==> config.mk <==
export PLATFORM = sky130hd
export DESIGN_NAME = seq_alu_flat
export DESIGN_NICKNAME = d
export VERILOG_FILES = /design/src/rtl/seq_alu_if.sv /design/src/rtl/seq_alu.sv /design/src/flat_wrapper.sv
export SDC_FILE = /design/constraint.sdc
export NUM_CORES = 1
export LEC_CHECK = 0
export BUFFER_PORTS_ARGS = -buffer_cell sky130_fd_sc_hd__buf_4
export CAP_MARGIN = 20
export CORE_MARGIN = 4
export CORE_UTILIZATION = 45
export CTS_CLUSTER_DIAMETER = 30
export DETAILED_ROUTE_END_ITERATION = 6
export SYNTH_ARGS = -nofsm -noshare
export SYNTH_HDL_FRONTEND = slang
export SYNTH_SLANG_ARGS = --single-unit
==> constraint.sdc <==
create_clock -name clk -period 7.3 [get_ports clk]
set_input_delay 2.19 -clock clk [delete_from_list [all_inputs] [get_ports clk]]
set_output_delay 2.19 -clock clk [all_outputs]
set_load 0.01 [all_outputs]
==> src/rtl/seq_alu_if.sv <==
// rtl/seq_alu_if.sv - request/response bundle between issue logic and the sequential ALU
interface seq_alu_if #(
  parameter int W = 8
);
  logic         start;
  logic [2:0]   op;
  logic [W-1:0] a;
  logic [W-1:0] b;
  logic         busy;
  logic         done;
  logic [W-1:0] result;
  logic         zero;
  logic         carry;
  logic         ovf;
  logic         ill;

  modport master (
    output start, op, a, b,
    input  busy, done, result, zero, carry, ovf, ill
  );

  modport slave (
    input  start, op, a, b,
    output busy, done, result, zero, carry, ovf, ill
  );
endinterface

==> src/rtl/seq_alu.sv <==
// rtl/seq_alu.sv - multi-cycle ALU: single-cycle logic/arith, bit-serial shifts, shift-add multiply
module seq_alu #(
  parameter int W      = 8,
  parameter int MUL_EN = 1
) (
  input  logic      clk,
  input  logic      reset,
  seq_alu_if.slave  bus
);
  localparam int SHW = $clog2(W);
  localparam int CW  = $clog2(W + 1);

  localparam logic [2:0] OP_ADD = 3'b000;
  localparam logic [2:0] OP_SUB = 3'b001;
  localparam logic [2:0] OP_AND = 3'b010;
  localparam logic [2:0] OP_OR  = 3'b011;
  localparam logic [2:0] OP_XOR = 3'b100;
  localparam logic [2:0] OP_SHL = 3'b101;
  localparam logic [2:0] OP_SHR = 3'b110;
  localparam logic [2:0] OP_MUL = 3'b111;

  typedef enum logic {IDLE, EXEC} state_t;

  state_t         state;
  logic [2:0]     op_q;
  logic [W-1:0]   a_q;
  logic [W-1:0]   b_q;
  logic [CW-1:0]  cnt;
  logic [W-1:0]   sh;
  logic           sb;
  logic [2*W-1:0] acc;

  logic           busy_q;
  logic           done_q;
  logic [W-1:0]   result_q;
  logic           zero_q;
  logic           carry_q;
  logic           ovf_q;
  logic           ill_q;

  logic [CW-1:0]  load_cnt;
  logic [W:0]     mul_sum;
  logic [W:0]     add_full;
  logic [W-1:0]   sub_r;
  logic [W-1:0]   fin_res;
  logic           fin_carry;
  logic           fin_ovf;
  logic           fin_ill;

  always_comb begin
    load_cnt = '0;
    if (bus.op == OP_SHL || bus.op == OP_SHR)
      load_cnt = CW'(bus.b[SHW-1:0]);
    else if (bus.op == OP_MUL && MUL_EN != 0)
      load_cnt = CW'(W);
  end

  // Multiplier lives in acc's low half and drains out to the right as the product fills in.
  always_comb begin
    mul_sum = {1'b0, acc[2*W-1:W]} + (acc[0] ? {1'b0, a_q} : '0);
  end

  always_comb begin
    add_full  = {1'b0, a_q} + {1'b0, b_q};
    sub_r     = a_q - b_q;
    fin_res   = '0;
    fin_carry = 1'b0;
    fin_ovf   = 1'b0;
    fin_ill   = 1'b0;
    case (op_q)
      OP_ADD: begin
        fin_res   = add_full[W-1:0];
        fin_carry = add_full[W];
        fin_ovf   = (a_q[W-1] == b_q[W-1]) && (add_full[W-1] != a_q[W-1]);
      end
      OP_SUB: begin
        fin_res   = sub_r;
        fin_carry = (a_q < b_q);
        fin_ovf   = (a_q[W-1] != b_q[W-1]) && (sub_r[W-1] != a_q[W-1]);
      end
      OP_AND: fin_res = a_q & b_q;
      OP_OR:  fin_res = a_q | b_q;
      OP_XOR: fin_res = a_q ^ b_q;
      OP_SHL, OP_SHR: begin
        fin_res   = sh;
        fin_carry = sb;
      end
      default: begin
        if (MUL_EN != 0) begin
          fin_res   = acc[W-1:0];
          fin_carry = |acc[2*W-1:W];
        end else begin
          fin_ill   = 1'b1;
        end
      end
    endcase
  end

  always_ff @(posedge clk or negedge reset) begin
    if (!reset) begin
      state    <= IDLE;
      op_q     <= '0;
      a_q      <= '0;
      b_q      <= '0;
      cnt      <= '0;
      sh       <= '0;
      sb       <= 1'b0;
      acc      <= '0;
      busy_q   <= 1'b0;
      done_q   <= 1'b0;
      result_q <= '0;
      zero_q   <= 1'b0;
      carry_q  <= 1'b0;
      ovf_q    <= 1'b0;
      ill_q    <= 1'b0;
    end else begin
      done_q <= 1'b0;
      case (state)
        IDLE: begin
          if (bus.start) begin
            op_q   <= bus.op;
            a_q    <= bus.a;
            b_q    <= bus.b;
            cnt    <= load_cnt;
            sh     <= bus.a;
            sb     <= 1'b0;
            acc    <= {{W{1'b0}}, bus.b};
            busy_q <= 1'b1;
            state  <= EXEC;
          end
        end
        EXEC: begin
          if (cnt != '0) begin
            case (op_q)
              OP_SHL: begin
                sb <= sh[W-1];
                sh <= {sh[W-2:0], 1'b0};
              end
              OP_SHR: begin
                sb <= sh[0];
                sh <= {1'b0, sh[W-1:1]};
              end
              default: acc <= {mul_sum, acc[W-1:1]};
            endcase
            cnt <= cnt - 1'b1;
          end else begin
            result_q <= fin_res;
            zero_q   <= (fin_res == '0);
            carry_q  <= fin_carry;
            ovf_q    <= fin_ovf;
            ill_q    <= fin_ill;
            done_q   <= 1'b1;
            busy_q   <= 1'b0;
            state    <= IDLE;
          end
        end
        default: state <= IDLE;
      endcase
    end
  end

  assign bus.busy   = busy_q;
  assign bus.done   = done_q;
  assign bus.result = result_q;
  assign bus.zero   = zero_q;
  assign bus.carry  = carry_q;
  assign bus.ovf    = ovf_q;
  assign bus.ill    = ill_q;
endmodule

==> src/flat_wrapper.sv <==
// flat-port wrapper written by rule: the top's interface ports become plain ports
module seq_alu_flat 
#(
  parameter int W      = 8,
  parameter int MUL_EN = 1
)
  (clk, reset, bus_start, bus_op, bus_a, bus_b, bus_busy, bus_done, bus_result, bus_zero, bus_carry, bus_ovf, bus_ill);
  seq_alu_if #(.W(W)) bus_i ();
  input  logic clk;
  input  logic reset;
  input wire logic [$bits(bus_i.start)-1:0] bus_start;
  input wire logic [$bits(bus_i.op)-1:0] bus_op;
  input wire logic [$bits(bus_i.a)-1:0] bus_a;
  input wire logic [$bits(bus_i.b)-1:0] bus_b;
  output wire logic [$bits(bus_i.busy)-1:0] bus_busy;
  output wire logic [$bits(bus_i.done)-1:0] bus_done;
  output wire logic [$bits(bus_i.result)-1:0] bus_result;
  output wire logic [$bits(bus_i.zero)-1:0] bus_zero;
  output wire logic [$bits(bus_i.carry)-1:0] bus_carry;
  output wire logic [$bits(bus_i.ovf)-1:0] bus_ovf;
  output wire logic [$bits(bus_i.ill)-1:0] bus_ill;
  assign bus_i.start = bus_start;
  assign bus_i.op = bus_op;
  assign bus_i.a = bus_a;
  assign bus_i.b = bus_b;
  assign bus_busy = bus_i.busy;
  assign bus_done = bus_i.done;
  assign bus_result = bus_i.result;
  assign bus_zero = bus_i.zero;
  assign bus_carry = bus_i.carry;
  assign bus_ovf = bus_i.ovf;
  assign bus_ill = bus_i.ill;
  seq_alu #(.W(W), .MUL_EN(MUL_EN)) u_core (.clk(clk), .reset(reset), .bus(bus_i));
endmodule
Yosys cells after proc, flatten, opt, wreduce, memory -nomap -nowiden
Index checks and enable logic that the tools add are counted.
- add/subtract/negate cells: 4
- magnitude comparators: 1
- eq/ne operators: 18
- muxes and demuxes: 29
- bitwise gates (word level): 5
- reductions and logical operators: 15
- operators with widths (kind ; count):
    two-way mux 16 bit ; 3
    case mux 8 bit (6 select lines) ; 1
    case mux 16 bit (2 select lines) ; 1
    case mux 8 bit (2 select lines) ; 2
    two-way mux 8 bit ; 3
    == test 3 bit, second input constant ; 6
    two-way mux 4 bit ; 4
    case mux 1 bit (2 select lines) ; 5
    adder 8 x 8 -> 9 bit ; 1
    adder 8 x 9 -> 9 bit ; 1
    bitwise AND 8 bit ; 1
    zero test 8 bit ; 1
    less-than comparator 8 bit ; 1
    two-way mux 1 bit ; 8
    != test 2 bit, second input constant ; 4
    bitwise OR 8 bit ; 1
    case mux 4 bit (2 select lines) ; 1
    AND reduction 2 bit ; 4
    OR reduction 8 bit ; 1
    subtractor 8 bit ; 1
    bitwise XOR 8 bit ; 1
    == test 3 x 2 -> 1 bit, second input constant ; 2
    AND reduction 3 bit ; 2
    case mux 1 bit (4 select lines) ; 1
    other kinds (12) ; 16
- register bits: 62
- output and inout bits: 14
- word-level logic and storage cells: 86

Depth between registers and ports, before layout
- word-level depth: 5
- gate-level depth with buffers: 10

Worst setup path after synthesis
No wires, ideal clock.
- kind: input to register
- from: input port bus_start
- to: register u_core.acc[0]
- library setup time: 0.067 ns
- data arrival time: 3.265 ns
- path slack: 3.968 ns
- stages on the path: 6
- path buffers: 1
- path through: o21ai_0 > inv_1 > o21ai_0 > clkbuf_1 > a22oi_1 > nand2_1
- longest elaborated chain between the ends: 2
- ends and longest elaborated chain (item ; RTL line ; text):
    start: declaration ; flat_wrapper.sv:11 ; input wire logic [$bits(bus_i.start)-1:0] bus_start;
    != test 2 bit (no line) ; -- ;
    AND reduction 3 bit (no line) ; -- ;
    end signal: assignment ; seq_alu.sv:127 ; acc <= {{W{1'b0}}, bus.b};
    end signal: assignment ; seq_alu.sv:143 ; default: acc <= {mul_sum, acc[W-1:1]};
    end: declaration ; seq_alu.sv:31 ; logic [2*W-1:0] acc;
No other way between the ends.
A chain may end at the register's enable or synchronous reset.

Final worst setup path
- from: input port bus_start
- to: register u_core.sh[5]
- longest elaborated chain between the ends: 2
- ends and longest elaborated chain (item ; RTL line ; text):
    != test 2 bit (no line) ; -- ;
    AND reduction 3 bit (no line) ; -- ;
    end signal: assignment ; seq_alu.sv:125 ; sh <= bus.a;
    end signal: assignment ; seq_alu.sv:137 ; sh <= {sh[W-2:0], 1'b0};
    end signal: assignment ; seq_alu.sv:141 ; sh <= {1'b0, sh[W-1:1]};
    end: declaration ; seq_alu.sv:29 ; logic [W-1:0] sh;
No other way between the ends.

==> flow_summary.json <==
{
  "avgRoutedWirePerCell_um": 17.6,
  "clock_path_buffers": 2,
  "initial_utilization_pct": 46.5,
  "finalSetupViolCount": 0,
  "finalHoldViolCount": 0,
  "grt_pass1_wl_um": 18800,
  "syn_avg_cell_area_um2": 8.70,
  "crit_path_frequent_cell": "o21ai_0",
  "path_buf_inv": 2,
  "cts_resized": 0,
  "synthFlopType": "dfrtp_1",
  "grt_pass1_vias": 3616,
  "hp-class": "reg2reg",
  "post-cts-setup-buffers": 0,
  "die_w_um": 106,
  "max_stage_delay_ns": 0.45,
  "synth_seq_area_share_pct": 36.0,
  "portBuffers": 34,
  "fin_crit_ns": 3.33,
  "startpoint_type": "primary input",
  "ys.warnings.count": 0,
  "slew_headroom_pct": 36.2,
  "overflow": 0,
  "powerDensity_nw_per_um2": 505,
  "dp_cells": 635,
  "final_common_cell": "nand2_1",
  "synth_cells": 496,
  "drt_iter0_drc": 169,
  "fin_skew_ns": 0.0129,
  "insertion_delay_ns": 0.36,
  "htree_levels": 3,
  "antenna_found_initial": 0,
  "fin_nets": 576,
  "critPathKind": "in2reg",
  "grt_max_degree": 63,
  "worstPathCellList": "buf_4, o21ai_0, inv_1, nand2_1, o21ai_0",
  "viasPerCell": 5.66,
  "cts_tree": "yes",
  "num_rows": 35,
  "antenna_left": 0,
  "clk_pin_slew_ns": 0.08,
  "die_y_um": 106,
  "drt_pass1_iterations": 6,
  "drive_gt1_share_pct": 12.5,
  "ios": 36,
  "gp_congestion": 0.912,
  "hold_buffers": 0,
  "cp-end-kind": "flip-flop",
  "wl_um": 11400,
  "cp.arrival_ns": 3.55,
  "synth.area.top_cells": "dfrtp_1, ha_1, o21ai_0, nand2_1, a21oi_1",
  "synth_async_sr_flop_share_pct": 100,
  "yosysTopAreaCell": "dfrtp_1",
  "via_count": 3687,
  "required_ns": 7.51,
  "tns_ns": 0,
  "power_leakage_uw": 0.00228,
  "fmax_mhz": 300,
  "worst_slew_pin_slew_ns": 0.956,
  "coreArea_um2": 9280,
  "finalMaxSlewViolations": 0,
  "path_max_fanout": 18,
  "antenna_cells": 0,
  "numClockSinks": 62,
  "synth_edf_count": 0,
  "netlist.area_leader.share_pct": 36.0,
  "dp_hpwl_um": 8360,
  "grt_use_total_pct": 21.1,
  "ys_ff_latch": 62,
  "crit_family": "compound AO/OA/AOI/OAI gates",
  "drc": 0,
  "final_cells": 651,
  "yosys.cell_types.count": 68,
  "syn-num-nets": 555,
  "mostFrequentLayoutCells": "nand2_1, dfrtp_1, o21ai_0",
  "dieArea_um2": 11200,
  "area_growth_pct": 12.0,
  "rsz0062_at_grt": "false",
  "clock-root-buffer": "clkbuf_8",
  "crit_slowest_cell": "o21ai_0",
  "timing.final.crit_share_pct": 45.7,
  "ir_drop_mv": 0.297,
  "max_cap_viol_count": 0,
  "status": "finished clean",
  "syn_area_um2": 4310,
  "cts-buffers-inserted": 9
}
layout make-up:
class / instances / area, um2
repair buffers: 36 / 270
flip-flops and latches: 62 / 1550
well taps: 129 / 161
fillers: 936 / 4450
multi-input cells: 380 / 2530
clock buffers: 10 / 138
clock inverters: 6 / 71.3
inverters: 28 / 105
registers in the layout, summed over array words and instances, names as in the netlist, 3 cells and up:
name               count
u_core.op_q            3
u_core.b_q             8
u_core.cnt             4
u_core.sh              8
u_core.a_q             8
u_core.bus.result      8
u_core.acc            16
path summary, 6_finish.rpt:
path / startpoint / to / slack (ns) / depth (start not counted)
min reg2reg: u_core.bus.result[5] / u_core.bus.result[5] / 0.48 / 2
max reg2reg: u_core.state / u_core.sh[5] / 4.33 / 5
max in group asynchronous: reset / u_core.op_q[1] / 4.84 / 1
max: bus_start / u_core.sh[5] / 3.97 / 5
min: u_core.bus.result[5] / u_core.bus.result[5] / 0.48 / 2
min in group asynchronous: reset / u_core.b_q[5] / 1.92 / 1
power breakdown:
| part | switching (uW) | leakage, uW | internal, uW |
|---|---|---|---|
| clock network | 154 | 0.0000987 | 169 |
| logic | 816 | 0.00140 | 600 |
| registers | 207 | 0.000782 | 492 |
kinds of logic (layout without fill, tap and decap cells):
kind of cell,count (synthesis),in the layout,synth area share (%)
multiplexers,14,14,3.37
other,1,1,0.0869
XOR/XNOR,13,13,2.64
AO/OA/AOI/OAI,159,159,23.9
adder cells (fa/ha/maj),41,41,12.2
buffers and inverters,54,80,5.31
flip-flops,62,62,36.0
AND/OR/NAND/NOR,152,152,16.5
per-layer routing:
metal	vias up	global-route usage [%]	routed length (um)
met2	108	33.5	5200
li1	1800	-	-
met1	1766	29.9	5480
met4	0	5.83	165
met5	-	0	0
met3	13	3.34	582
cells in the mapped netlist (7+ instances only):
library cell / instances
nand2_1: 74
dfrtp_1: 62
o21ai_0: 56
a21oi_1: 34
ha_1: 34
inv_1: 27
nor2_1: 23
clkbuf_1: 15
and2_1: 10
mux2i_1: 10
a21o_1: 9
a22o_1: 9
nor2b_1: 8
xnor2_1: 8
nand3_1: 7
worst min-delay path, cell delays in order (launching register included):
cell	delay [ns]
dfrtp_1	0.35
nand2_1	0.05
o21ai_0	0.06
stage by stage:
step / utilization (%) / power, uW / area (um2) / worst slack [ns] / hold WS (ns)
global placement: 49.8 / 2070 / 4620 / 3.69 / 0.464
CTS: 52.0 / 2430 / 4830 / 3.97 / 0.486
detailed placement: 49.8 / 2100 / 4620 / 3.61 / 0.469
global route: 52.0 / 2660 / 4830 / 3.74 / 0.516
finish: 52.0 / 2440 / 4830 / 3.97 / 0.482
floorplan: - / 1740 / 4310 / 3.97 / 0.455
Note: power is estimated with default switching activity, not from simulation.
